<file path="src/rtl/heap_engine.sv">
// Binary-heap priority queue serving PUSH/POP/TOP/SIZE commands; sifting moves one level per clock.
// Build option HEAP_ENGINE_MAX_HEAP_EN turns the min-heap into a max-heap.
module heap_engine #(
    parameter int DEPTH = 16,
    parameter int DW    = 8,
    parameter int CW    = $clog2(DEPTH + 1)
) (
    input  logic          clk,
    input  logic          reset,
    input  logic          cmd_valid,
    output logic          cmd_ready,
    input  logic [1:0]    cmd_op,
    input  logic [DW-1:0] cmd_data,
    output logic          rsp_valid,
    output logic [DW-1:0] rsp_data,
    output logic          rsp_err,
    output logic [CW-1:0] count,
    output logic          full,
    output logic          empty
);

    // state     | meaning
    // IDLE      | waiting for a command, cmd_ready high
    // SIFT_UP   | pushed entry climbing toward the root
    // SIFT_DOWN | relocated last entry sinking from the root
    // RESP      | rsp_valid pulse, then back to IDLE
    localparam logic [1:0] IDLE      = 2'd0;
    localparam logic [1:0] SIFT_UP   = 2'd1;
    localparam logic [1:0] SIFT_DOWN = 2'd2;
    localparam logic [1:0] RESP      = 2'd3;

    localparam logic [1:0] OP_PUSH = 2'b00;
    localparam logic [1:0] OP_POP  = 2'b01;
    localparam logic [1:0] OP_TOP  = 2'b10;
    localparam logic [1:0] OP_SIZE = 2'b11;

    localparam int AW = (DEPTH > 1) ? $clog2(DEPTH) : 1;
    // Two spare bits so 2*idx+2 never wraps.
    localparam int IW = AW + 2;

    logic [1:0]    state;
    logic [IW-1:0] idx;
    logic [DW-1:0] heap [DEPTH];
    logic [DW-1:0] res_data;
    logic          res_err;

    logic [IW-1:0] par, lc, rc, child, cnt_i;
    logic [DW-1:0] h_idx, h_par, h_lc, h_rc, h_ch;
    logic          lc_ok, rc_ok, pick_r, up_swap, dn_swap;
    logic          accept;

    function automatic logic better(input logic [DW-1:0] a, input logic [DW-1:0] b);
`ifdef HEAP_ENGINE_MAX_HEAP_EN
        return a > b;
`else
        return a < b;
`endif
    endfunction

    assign cmd_ready = (state == IDLE);
    assign rsp_valid = (state == RESP);
    assign full      = (count == CW'(DEPTH));
    assign empty     = (count == '0);
    assign accept    = cmd_valid && cmd_ready;

    always_comb begin
        par     = (idx - IW'(1)) >> 1;
        lc      = {idx[IW-2:0], 1'b1};
        rc      = lc + IW'(1);
        cnt_i   = IW'(count);
        lc_ok   = lc < cnt_i;
        rc_ok   = rc < cnt_i;
        h_idx   = heap[AW'(idx)];
        h_par   = heap[AW'(par)];
        h_lc    = heap[AW'(lc)];
        h_rc    = heap[AW'(rc)];
        // Ties go left: the right child wins only when strictly better.
        pick_r  = rc_ok && better(h_rc, h_lc);
        child   = pick_r ? rc : lc;
        h_ch    = pick_r ? h_rc : h_lc;
        up_swap = (idx != '0) && better(h_idx, h_par);
        dn_swap = lc_ok && better(h_ch, h_idx);
    end

    always_ff @(posedge clk or posedge reset) begin
        if (reset) begin
            state    <= IDLE;
            count    <= '0;
            idx      <= '0;
            res_data <= '0;
            res_err  <= 1'b0;
            rsp_data <= '0;
            rsp_err  <= 1'b0;
        end else begin
            case (state)
                IDLE: begin
                    if (accept) begin
                        case (cmd_op)
                            OP_PUSH: begin
                                if (full) begin
                                    rsp_data <= cmd_data;
                                    rsp_err  <= 1'b1;
                                    state    <= RESP;
                                end else begin
                                    res_data <= cmd_data;
                                    res_err  <= 1'b0;
                                    idx      <= IW'(count);
                                    count    <= count + CW'(1);
                                    state    <= SIFT_UP;
                                end
                            end
                            OP_POP: begin
                                if (empty) begin
                                    rsp_data <= '0;
                                    rsp_err  <= 1'b1;
                                    state    <= RESP;
                                end else begin
                                    res_data <= heap[0];
                                    res_err  <= 1'b0;
                                    idx      <= '0;
                                    count    <= count - CW'(1);
                                    state    <= SIFT_DOWN;
                                end
                            end
                            OP_TOP: begin
                                rsp_data <= empty ? '0 : heap[0];
                                rsp_err  <= empty;
                                state    <= RESP;
                            end
                            default: begin
                                rsp_data <= DW'(count);
                                rsp_err  <= 1'b0;
                                state    <= RESP;
                            end
                        endcase
                    end
                end
                SIFT_UP: begin
                    if (up_swap) begin
                        idx <= par;
                    end else begin
                        rsp_data <= res_data;
                        rsp_err  <= res_err;
                        state    <= RESP;
                    end
                end
                SIFT_DOWN: begin
                    if (dn_swap) begin
                        idx <= child;
                    end else begin
                        rsp_data <= res_data;
                        rsp_err  <= res_err;
                        state    <= RESP;
                    end
                end
                default: state <= IDLE;
            endcase
        end
    end

    // Storage carries no reset; contents are meaningless whenever count says so.
    always_ff @(posedge clk) begin
        if (!reset) begin
            case (state)
                IDLE: begin
                    if (accept && cmd_op == OP_PUSH && !full)
                        heap[AW'(count)] <= cmd_data;
                    else if (accept && cmd_op == OP_POP && !empty)
                        heap[0] <= heap[AW'(count - CW'(1))];
                end
                SIFT_UP: begin
                    if (up_swap) begin
                        heap[AW'(idx)] <= h_par;
                        heap[AW'(par)] <= h_idx;
                    end
                end
                SIFT_DOWN: begin
                    if (dn_swap) begin
                        heap[AW'(idx)]   <= h_ch;
                        heap[AW'(child)] <= h_idx;
                    end
                end
                default: ;
            endcase
        end
    end

endmodule

</file>
<file path="config.mk">
export PLATFORM = sky130hd
export DESIGN_NAME = heap_engine
export DESIGN_NICKNAME = d
export VERILOG_FILES = /design/src/rtl/heap_engine.sv
export SDC_FILE = /design/constraint.sdc
export NUM_CORES = 1
export LEC_CHECK = 0
export CORE_MARGIN = 5
export CORE_UTILIZATION = 50
export DETAILED_ROUTE_END_ITERATION = 7
export GPL_TIMING_DRIVEN = 0
export PLACE_DENSITY = 0.65
export SETUP_SLACK_MARGIN = 0.2
export SYNTH_ARGS = -nofsm -noshare
export SYNTH_HDL_FRONTEND = slang
export SYNTH_SLANG_ARGS = --single-unit
</file>
<file path="constraint.sdc">
create_clock -name clk -period 11.1 [get_ports clk]
set_input_delay 3.33 -clock clk [delete_from_list [all_inputs] [get_ports clk]]
set_output_delay 3.33 -clock clk [all_outputs]
set_load 0.005 [all_outputs]
</file>
==> results.md, run 1 <==
- Status: finished, violations left
- Failing checks: max-capacitance violations
- Final worst slack: 0.471 ns
- GR Util All Layers: 34.2%
- Largest net degree at the start of global routing: 32
- Syn_area_per_cell: 12.9 um^2
- Most common flop cell mapped by yosys: edfxtp_1
- Skew-Pair Late Insertion Delay: 0.44 ns
- Hold path startpoint: rsp_err$_DFFE_PP0P_
- Routed WL per cell: 35.0 um
- DRT antenna net count: 0
- Post-synth top cells: mux4_2 (142), mux2i_1 (139), edfxtp_1 (128), mux2_2 (56), nand2_1 (53)
- Area of the multi-input gates: 8410 um^2
- Area contributors post-synth: edfxtp_1 (29%), mux4_2 (24%), mux2i_1 (10%)
- Synth Area in XOR/XNOR: 1.15%
- Reg2reg setup slack: 0.47 ns
- H-tree depth: 4
- Post-synth EDFFs: 128
- Fin Clk Skew: 0.0183 ns
- Arr. time, crit path: 10.69 ns
- Number of global-route vias before repair: 10700
- I/O Buffers: 29
- Syn_nets: 1087
- Register area share after synthesis: 34.3%
- Hold endpoint: rsp_err$_DFFE_PP0P_
- Setup violations, final: 0
- Worst path most repeated cell: clkbuf_4
- CTS Buffer Depth: 2
- Synthesis-stage register bit count: 158
- Die height: 174 um
- Slew of the pin with the lowest slew margin: 1.48 ns
- Worst Setup Path Type: reg2reg
- Routed WL: 51900 um
- Post-Synth Adder-Cell Area: 3.55%
- Asr flop ratio synth: 19.0%
- Cells after synthesis: 1036
- Die area: 30200 um^2
- Row count: 60
- Unrepaired setup endpoints after global routing: false
- Register area: 4590 um^2
- DP HPWL: 36600 um
- Fin area: 15400 um^2
- Final hold violations: 0
- CP max FO: 11
- Top-count cell post-synth: mux4_2
- Clock Pin Slew Worst Setup and Hold Paths: 0.07 ns
- Worst Hold Depth: 1
- Core footprint: 26700 um^2
- Final Util: 57.8%
- Cell taking the most area after synthesis: edfxtp_1
- Slew HR: 0.672%
- Detail-routed via count per cell: 7.30
- Share of cells above drive strength 1: 33.3%
- Post-synthesis cell area: 13400 um^2
- I/O pin count: 31
- MaxCap Viol Count: 1
- Crit path max-delay cell type: o22ai_4
- DIE WIDTH: 174 um
- Synth Area in Compound Gates: 10.1%
- Via count: 10800
- CTS sink cnt: 158
- Initial antenna violation count: 1
- Global-route wire length before repair: 74800 um
- Largest family of logic cells by synthesized area: multiplexers
- Mux share of post-synthesis cell area: 39.7%
- Cell count of the worst reg-to-reg path: 31
- Post-DP Area: 14300 um^2
- Worst flop-to-flop path endpoint: heap[2][7]$_DFFE_PP_
- Largest stage delay on the critical path: 0.57 ns
- Worst hold path class: reg2reg
- Period utilisation layout: 95.8%
- Critical Path Source Type: flop
- Fmax achieved: 94.1 MHz
- GP Congestion: 1.04
- Root buffer cell: clkbuf_16
- Number of buffers created by CTS: 17
- Hold_buf cts: 0
- Starting DRC count in detailed routing: 1461
- Worst Path Required: 11.17 ns
- Filler cells: 2148
- Yosys top cell area share: 28.7%
- Post-layout min period: 10.63 ns
- Pre-CTS setup slack: -2.01 ns
- Slew Viols, Final: 0
- Post-route DRC violation count: 0
- YS warnings: 0
- Synth unique cells: 66
- Starting Density: 50.3%
- TritonCTS clock tree: built
- P&R area growth vs syn: 14.8%
- Overflow after GRT: 0
- Worst Setup End Kind: flop
- Synth Area in Simple Gates: 7.00%
- Pre-antenna DRT Iters: 6
- Fin nets: 1178
- Reg-to-reg critical path startpoint: idx[0]$_DFFE_PP0P_
layout make-up:
type	count	area share [%]
timing repair buffer	72	4.93
clock buffer	19	3.09
clock inverter	13	0.772
tap	341	2.77
multi-input combinational	750	54.6
sequential	158	29.8
antenna	1	0.0163
buffer	92	3.07
inverter	36	0.878
stage by stage:
stage / cells / TNS [ns] / hold slack [ns]
2_1_floorplan: 1036 / 0 / 0.496
3_3_place_gp: 1406 / -479.26 / 0.489
3_5_place_dp: 1415 / -402.57 / 0.494
4_1_cts: 1479 / 0 / 0.509
5_1_grt: 1481 / 0 / 0.536
6_report: 1482 / 0 / 0.504
flip-flops by register name, indices dropped and copies added, names as in the netlist:
register and flops:
res_data 8, count 5, rsp_data 8, state 2, idx 6, rsp_err 1
heap 128
per-layer routing:
| metal | GRT usage, % | vias up | share of wire [%] |
|---|---|---|---|
| met3 | 11.4 | 275 | 13 |
| met1 | 42.9 | 5283 | 35 |
| met5 | 0 | - | 0 |
| met4 | 22.1 | 0 | 8.5 |
| met2 | 51.0 | 893 | 43 |
| li1 | - | 4366 | - |
worst max path at each step:
stage                                  start                     to  cells after the start
final                     idx[0]$_DFFE_PP0P_   heap[2][7]$_DFFE_PP_                     31
after global routing      idx[0]$_DFFE_PP0P_   heap[0][3]$_DFFE_PP_                     33
after CTS                 idx[0]$_DFFE_PP0P_   heap[8][7]$_DFFE_PP_                     32
after detailed placement  idx[0]$_DFFE_PP0P_  heap[14][5]$_DFFE_PP_                     31
after global placement    idx[0]$_DFFE_PP0P_   heap[5][7]$_DFFE_PP_                     31
after floorplan           idx[0]$_DFFE_PP0P_  heap[15][0]$_DFFE_PP_                     31
critical path: cells and delay by family (launching register included):
| family | cells | cell delay [ns] |
|---|---|---|
| DFF | 1 | 0.39 |
| AOI/OAI and AO/OA | 6 | 1.97 |
| muxes | 3 | 1.20 |
| adders and majority gates | 3 | 0.93 |
| buffers and inverters | 13 | 3.73 |
| and+or+nand+nor | 6 | 1.97 |
logic make-up after synthesis:
group                      Yosys count
adders and majority gates           38
DFF                                158
muxes                              344
xor gates and xnor gates            15
AOI/OAI and AO/OA                  172
and+or+nand+nor                    181
buffers and inverters              128
layout by cell type, fill, tap and decap left out, types with 7 or more instances in the layout:
master,instances
mux4_2,142
mux2i_1,138
edfxtp_1,128
mux2_2,56
nand2_1,53
ha_1,38
clkbuf_1,36
inv_1,36
buf_4,36
nor2_1,34
dfrtp_1,30
buf_2,29
clkdlybuf4s50_1,29
a21oi_1,25
clkbuf_16,19
o21ai_0,17
nand3_1,17
nor3_1,15
a21o_1,13
o22ai_1,12
a211oi_1,10
xnor2_1,9
buf_6,9
a21oi_4,9
nor2b_1,8
or3_1,8
o21ai_1,8
buf_12,8
nor4_1,7
and3_1,7
nand4_1,7
o21ai_2,7
buf_1,7
o21bai_4,7
timing repair:
item                       4_1_cts  5_1_grt
pin swaps                       15        2
setup buffers                   32        2
setup endpoints to repair      272      251
gates resized for setup         28       10
Power of run 1 is left out: the tool's default activity adds up to more than one toggle a clock period on the data nets, which glitch-free logic cannot reach.
==> run 2: changes to the inputs <==
--- a/config.mk
+++ b/config.mk
@@ -6,10 +6,10 @@
 export NUM_CORES = 1
 export LEC_CHECK = 0
 export CORE_MARGIN = 5
-export CORE_UTILIZATION = 50
+export CORE_UTILIZATION = 40
 export DETAILED_ROUTE_END_ITERATION = 7
 export GPL_TIMING_DRIVEN = 0
-export PLACE_DENSITY = 0.65
+export PLACE_DENSITY_LB_ADDON = 0.2
 export SETUP_SLACK_MARGIN = 0.2
 export SYNTH_ARGS = -nofsm -noshare
 export SYNTH_HDL_FRONTEND = slang
==> run 2 against run 1 <==
  * The flow now finishes without violations
  * Final cell count rose by 7.5%
  * Register-to-register slack is essentially flat
  * Die area rose by 23%
  * Sequential share of layout area down 0.41 points
  * Highest routed layer unchanged
  * Clock skew down 0.0063 ns
  * Routed wire length increased by 5.2%
  * Utilization shrank 11 points
  * Worst setup slack better by 0.0040 ns
==> results.md, run 2 (synthesized netlist as in run 1, its figures left out) <==
- Setup TNS: 0 ns (unchanged)
- Final Util: 46.9% (-11 points)
- Hold_buf cts: 0 (unchanged)
- Pre-antenna DRT Iters: 6 (unchanged)
- TritonCTS clock tree: built
- GR Util All Layers: 29.8% (-4.4 points)
- Post-route insts no fill: 1593 (+7.5%)
- Critical Path Start: idx[0]$_DFFE_PP0P_
- Unrepaired setup endpoints after global routing: false
- I/O Buffers: 29 (unchanged)
- Worst path most repeated cell: clkbuf_4
- Global-route wire length before repair: 77500 um (+3.6%)
- MaxCap Viol Count: 0 (-1)
- Crit path max-delay cell type: or4_4
- Starting DRC count in detailed routing: 1683 (+15%)
- Fmax achieved: 94.1 MHz (about the same)
- CTS sink cnt: 158 (unchanged)
- Largest register FFs: 128 (unchanged)
- Antenna diodes: 0 (-1)
- Most common library cell in the layout ignoring fill and taps: mux4_2
- H-tree depth: 4 (unchanged)
- Final hold violations: 0 (unchanged)
- Critical path's top delay family: buffers and inverters
- Post-layout min period: 10.63 ns (-0.00398 ns)
- Setup violations, final: 0 (unchanged)
- Biggest register: heap
- Die area: 37300 um^2 (+23%)
- Starting Density: 40.3% (-10 points)
- Worst Path Required: 11.32 ns (+0.15 ns)
- Hold path startpoint: rsp_data[6]$_DFFE_PP0P_
- Largest stage delay on the critical path: 0.54 ns (-0.03 ns)
- Fin Clk Skew: 0.0120 ns (-0.00629 ns)
- Root buffer cell: clkbuf_16
- DRT antenna net count: 0 (unchanged)
- Number of global-route vias before repair: 10500 (-2.2%)
- Largest net degree at the start of global routing: 32 (unchanged)
- Status: complete, no violations
- Reg-to-reg critical path startpoint: idx[0]$_DFFE_PP0P_
- Filler cells: 3019 (+41%)
- Worst Setup End Kind: flop
- CTS Buffer Depth: 2 (unchanged)
- Slew of the pin with the lowest slew margin: 1.34 ns (-0.141 ns)
- P&R area growth vs syn: 16.4%
- Via count: 10900 (+0.85%)
- Largest registers: heap (128), res_data (8), rsp_data (8)
- Slew Viols, Final: 0 (unchanged)
- Buf/Inv on CP: 14 (+1)
- Core footprint: 33300 um^2 (+25%)
- DIE WIDTH: 193 um (+11%)
- Slew HR: 10.4% (+9.8 points)
- I/O pin count: 31 (unchanged)
- Critical Path Source Type: flop
- Arr. time, crit path: 10.84 ns (+0.15 ns)
- Worst hold path class: reg2reg
- Share of cells above drive strength 1: 33.4% (about the same)
- Routed WL: 54600 um (+5.2%)
- Routed WL per cell: 34.3 um (-2.2%)
- Fin nets: 1183 (+0.42%)
- Row count: 67 (+12%)
- Skew-Pair Late Insertion Delay: 0.46 ns (+0.02 ns)
- Most frequent cells in the layout: mux4_2 (142), mux2i_1 (138), edfxtp_1 (128)
- GP Congestion: 0.992 (-4.3%)
- Period utilisation layout: 95.7% (about the same)
- CP max FO: 10 (-1)
- Overflow after GRT: 0 (unchanged)
- Post-route DRC violation count: 0 (unchanged)
- # placed instances: 1525 (+7.8%)
- Clock Pin Slew Worst Setup and Hold Paths: 0.07 ns (about the same)
- Die height: 193 um (+11%)
- Worst Setup Path Type: reg2reg
- DP HPWL: 38000 um (+3.9%)
- Initial antenna violation count: 0 (-1)
- Number of buffers created by CTS: 17 (unchanged)
- Detail-routed via count per cell: 6.85 (-6.2%)
## run 2: cell types whose count changed in the layout (fill, tap and decap cells not counted), sizes merged
| cell | previous run | this run |
|---|---|---|
| buf | 93 | 97 |
| bufinv | 0 | 3 |
| inv | 41 | 38 |
| clkbuf | 61 | 62 |
| diode | 1 | 0 |
## run 2: what timing repair did
| action | in CTS | in global routing |
|---|---|---|
| hold endpoints to repair | 0 | 0 |
| resized for setup | 28 | 8 |
| setup buffers | 34 | 2 |
| endpoints found under the setup margin | 272 | 255 |
| pin swaps | 18 | 3 |
## run 2: per-stage QoR
step                      hold slack (ns)  cell area (um^2)  setup WS (ns)
after global routing                0.520             15600          0.259
final                               0.503             15600          0.475
after global placement              0.488             14300          -3.25
after floorplan                     0.496             13400           1.29
after detailed placement            0.493             14500          -2.34
after CTS                           0.509             15500          0.201
## run 2: layer usage
| layer | global-route usage, % | vias to the layer above | wire [um] |
|---|---|---|---|
| met5 | 0 | - | 0 |
| li1 | - | 4358 | - |
| met4 | 17.1 | 0 | 3550 |
| met3 | 8.64 | 165 | 6780 |
| met2 | 43.4 | 844 | 23500 |
| met1 | 39.9 | 5542 | 20800 |
## run 2: final timing paths
| path | end | slack (ns) | cells past startpoint |
|---|---|---|---|
| min reg2reg | rsp_data[6]$_DFFE_PP0P_ | 0.50 | 1 |
| max reg2reg | heap[5][6]$_DFFE_PP_ | 0.47 | 32 |
| min | rsp_data[6]$_DFFE_PP0P_ | 0.50 | 1 |
| max | heap[5][6]$_DFFE_PP_ | 0.47 | 32 |
| max in group asynchronous | idx[2]$_DFFE_PP0P_ | 6.98 | 4 |
| min in group asynchronous | count[3]$_DFFE_PP0P_ | 3.95 | 4 |
## run 2: worst register-to-register path, delay by kind of cell (launching register included)
family / cells / cell delay, ns
buf+inv: 14 / 4.11
compound gates: 7 / 2.34
simple gates: 6 / 2.00
fa+ha+maj: 3 / 0.95
mux: 2 / 0.64
flops: 1 / 0.37
## run 2: cell type report
class	instances	area, um^2	area share [%]
Sequential cell	158	4590	29.4
Multi-Input combinational cell	750	8420	54.0
Buffer	92	472	3.02
Tap cell	448	561	3.59
Inverter	36	135	0.866
Clock buffer	19	433	2.77
Clock inverter	13	163	1.04
Timing Repair Buffer	77	830	5.32
Power of run 2 is left out for the same reason.
==> run 3: changes to the inputs <==
--- a/config.mk
+++ b/config.mk
@@ -7,8 +7,10 @@
 export LEC_CHECK = 0
 export CORE_MARGIN = 5
 export CORE_UTILIZATION = 40
+export CTS_BUF_LIST = sky130_fd_sc_hd__clkbuf_4 sky130_fd_sc_hd__clkbuf_8
+export CTS_CLUSTER_DIAMETER = 40
 export DETAILED_ROUTE_END_ITERATION = 7
-export GPL_TIMING_DRIVEN = 0
+export GPL_TIMING_DRIVEN = 1
 export PLACE_DENSITY_LB_ADDON = 0.2
 export SETUP_SLACK_MARGIN = 0.2
 export SYNTH_ARGS = -nofsm -noshare
==> run 3 against run 2 <==
  * Die area did not move
  * Critical path depth fell by 11
  * Worst setup slack improved by 1.1 ns
  * Global-route usage fell by 5.2 points
==> results.md, run 3 (synthesized netlist as in run 1, its figures left out) <==
- Initial antenna violation count: 1 (+1)
- Detail-routed via count per cell: 6.62 (-3.3%)
- Post-layout min period: 9.49 ns (-1.13 ns)
- Unrepaired setup endpoints after global routing: false
- Fin Clk Skew: 0.0197 ns (+0.00768 ns)
- P&R area growth vs syn: 8.10%
- M3 GR Usage: 7.20% (-1.4 points)
- Filler cells: 3103 (+2.8%)
- Critical Path Source Type: flop
- H-tree depth: 4 (unchanged)
- Starting DRC count in detailed routing: 1150 (-32%)
- Share of cells above drive strength 1: 30.1% (-3.3 points)
- Starting Density: 40.3% (unchanged)
- Slew Viols, Final: 0 (unchanged)
- DRT antenna net count: 0 (unchanged)
- Fmax achieved: 105 MHz (+12%)
- Skew-Pair Late Insertion Delay: 0.51 ns (+0.05 ns)
- Hold_buf cts: 0 (unchanged)
- I/O Buffers: 30 (+3.4%)
- Root buffer cell: clkbuf_8
- Routed WL per cell: 30.3 um (-12%)
- GR Util All Layers: 24.6% (-5.2 points)
- Most common library cell in the layout ignoring fill and taps: mux4_2
- Number of global-route vias before repair: 9686 (-7.4%)
- Antenna diodes: 0 (unchanged)
- Global-route wire length before repair: 66600 um (-14%)
- DIE WIDTH: 193 um (unchanged)
- I/O pin count: 31 (unchanged)
- Biggest register: heap
- Gr busiest metal: met2
- DP HPWL: 33200 um (-13%)
- Worst path most repeated cell: a21o_1
- Overflow after GRT: 0 (unchanged)
- Row count: 67 (unchanged)
- Worst Setup Path Type: reg2reg
- Most frequent cells in the layout: mux4_2 (142), mux2i_1 (137), edfxtp_1 (128)
- Met1 usage in global routing: 34.6% (-5.3 points)
- Final hold violations: 0 (unchanged)
- Slew of the pin with the lowest slew margin: 1.09 ns (-0.252 ns)
- CTS sink cnt: 158 (unchanged)
- Worst hold path class: reg2reg
- CTS Buffer Depth: 2 (unchanged)
- Worst Path Required: 11.22 ns (-0.10 ns)
- Largest stage delay on the critical path: 0.94 ns (+0.40 ns)
- Largest registers: heap (128), res_data (8), rsp_data (8)
- Status: complete, no violations
- Setup violations, final: 0 (unchanged)
- Routed WL: 45100 um (-17%)
- Post-route DRC violation count: 0 (unchanged)
- TritonCTS clock tree: built
- Period utilisation layout: 85.5% (-10 points)
- Post-CTS Setup Bufs: 0 (-100%)
- Die height: 193 um (unchanged)
- Crit path max-delay cell type: ha_2
- Crit-path cells: buf_4 -> inv_1 -> ha_2 -> mux4_2 -> mux2_2 -> ha_1 -> o21ai_0 -> nor2_1 -> or4_4 -> or4_4 -> o21ai_4 -> a21o_1 -> ha_1 -> a21o_1 -> a21o_1 -> a2111o_1 -> nor4_1 -> o211ai_4 -> a21oi_4 -> mux2i_1 -> o22ai_1
- Largest register FFs: 128 (unchanged)
- Fin nets: 1080 (-8.7%)
- Area of the multi-input gates: 8280 um^2 (-1.7%)
- Register area: 4600 um^2 (+0.16%)
- Post-cts sizing count: 0 (-100%)
- Largest net degree at the start of global routing: 47 (+47%)
- Worst Setup End Kind: flop
- Number of buffers created by CTS: 17 (unchanged)
- Via count: 9858 (-9.6%)
- Arr. time, crit path: 9.61 ns (-1.23 ns)
- Slew HR: 25.8% (+15 points)
- GP Congestion: 0.968 (-2.4%)
- MaxCap Viol Count: 0 (unchanged)
- Setup TNS: 0 ns (unchanged)
- Met2 Use GR: 36.8% (-6.6 points)
- Core footprint: 33300 um^2 (unchanged)
- Clock Pin Slew Worst Setup and Hold Paths: 0.09 ns (+0.02 ns)
- Die area: 37300 um^2 (unchanged)
- Pre-antenna DRT Iters: 5 (-1)
- CP max FO: 36 (+26)
[run 3: changes by cell type in the layout (fill, tap and decap cells not counted), moves of 7 or more]
cell and delta:
buf_1 -7, o21bai_4 -7, o21bai_1 +7, buf_8 -10, o21ai_0 +8, buf_2 -28, buf_12 -8, clkbuf_16 -17
clkbuf_8 +17, clkbuf_1 -38
[run 3: path summary, 6_finish.rpt]
kind / slack [ns] / cells after the start / end / from
setup / recovery: 1.61 / 21 / heap[1][3]$_DFFE_PP_ / idx[1]$_DFFE_PP0P_
hold / removal: 0.51 / 1 / rsp_data[4]$_DFFE_PP0P_ / rsp_data[4]$_DFFE_PP0P_
setup reg to reg: 1.61 / 21 / heap[1][3]$_DFFE_PP_ / idx[1]$_DFFE_PP0P_
hold reg to reg: 0.51 / 1 / rsp_data[4]$_DFFE_PP0P_ / rsp_data[4]$_DFFE_PP0P_
max in group asynchronous: 7.20 / 3 / idx[0]$_DFFE_PP0P_ / reset
min in group asynchronous: 3.48 / 3 / state[0]$_DFFE_PP0P_ / reset
[run 3: stage by stage]
step                util (%)  instance area, um^2  hold slack [ns]  setup slack [ns]  std cells
CTS                     43.6                14500            0.514              1.69       1489
global placement        42.5                14100            0.489              1.88       1458
floorplan                  -                13400            0.496              1.29       1036
finish                  43.6                14500            0.511              1.61       1489
detailed placement      42.5                14100            0.492              1.74       1458
global route            43.6                14500            0.532              1.24       1489
[run 3: worst max-delay path: cells and delay by family, from the launching register on]
family,cells,cell delay [ns]
AO/OA/AOI/OAI,9,3.80
adder cells (fa/ha/maj),3,1.50
multiplexers,3,1.15
AND/OR/NAND/NOR,4,1.81
buffers and inverters,2,0.46
flip-flops,1,0.34
[run 3: metal layers]
layer  part of all wire (%)  routed length, um
met5                      0                  0
met4                    3.1               1400
met3                     10               4620
met2                     45              20200
met1                     42              18900
[run 3: area by class of cell]
cell class | instances | area share, %
Multi-Input combinational cell | 750 | 57.1
Sequential cell | 158 | 31.7
Timing Repair Buffer | 66 | 3.94
Tap cell | 448 | 3.87
Clock buffer | 18 | 1.67
Inverter | 36 | 0.932
Clock inverter | 13 | 0.734
Power of run 3 is left out for the same reason.
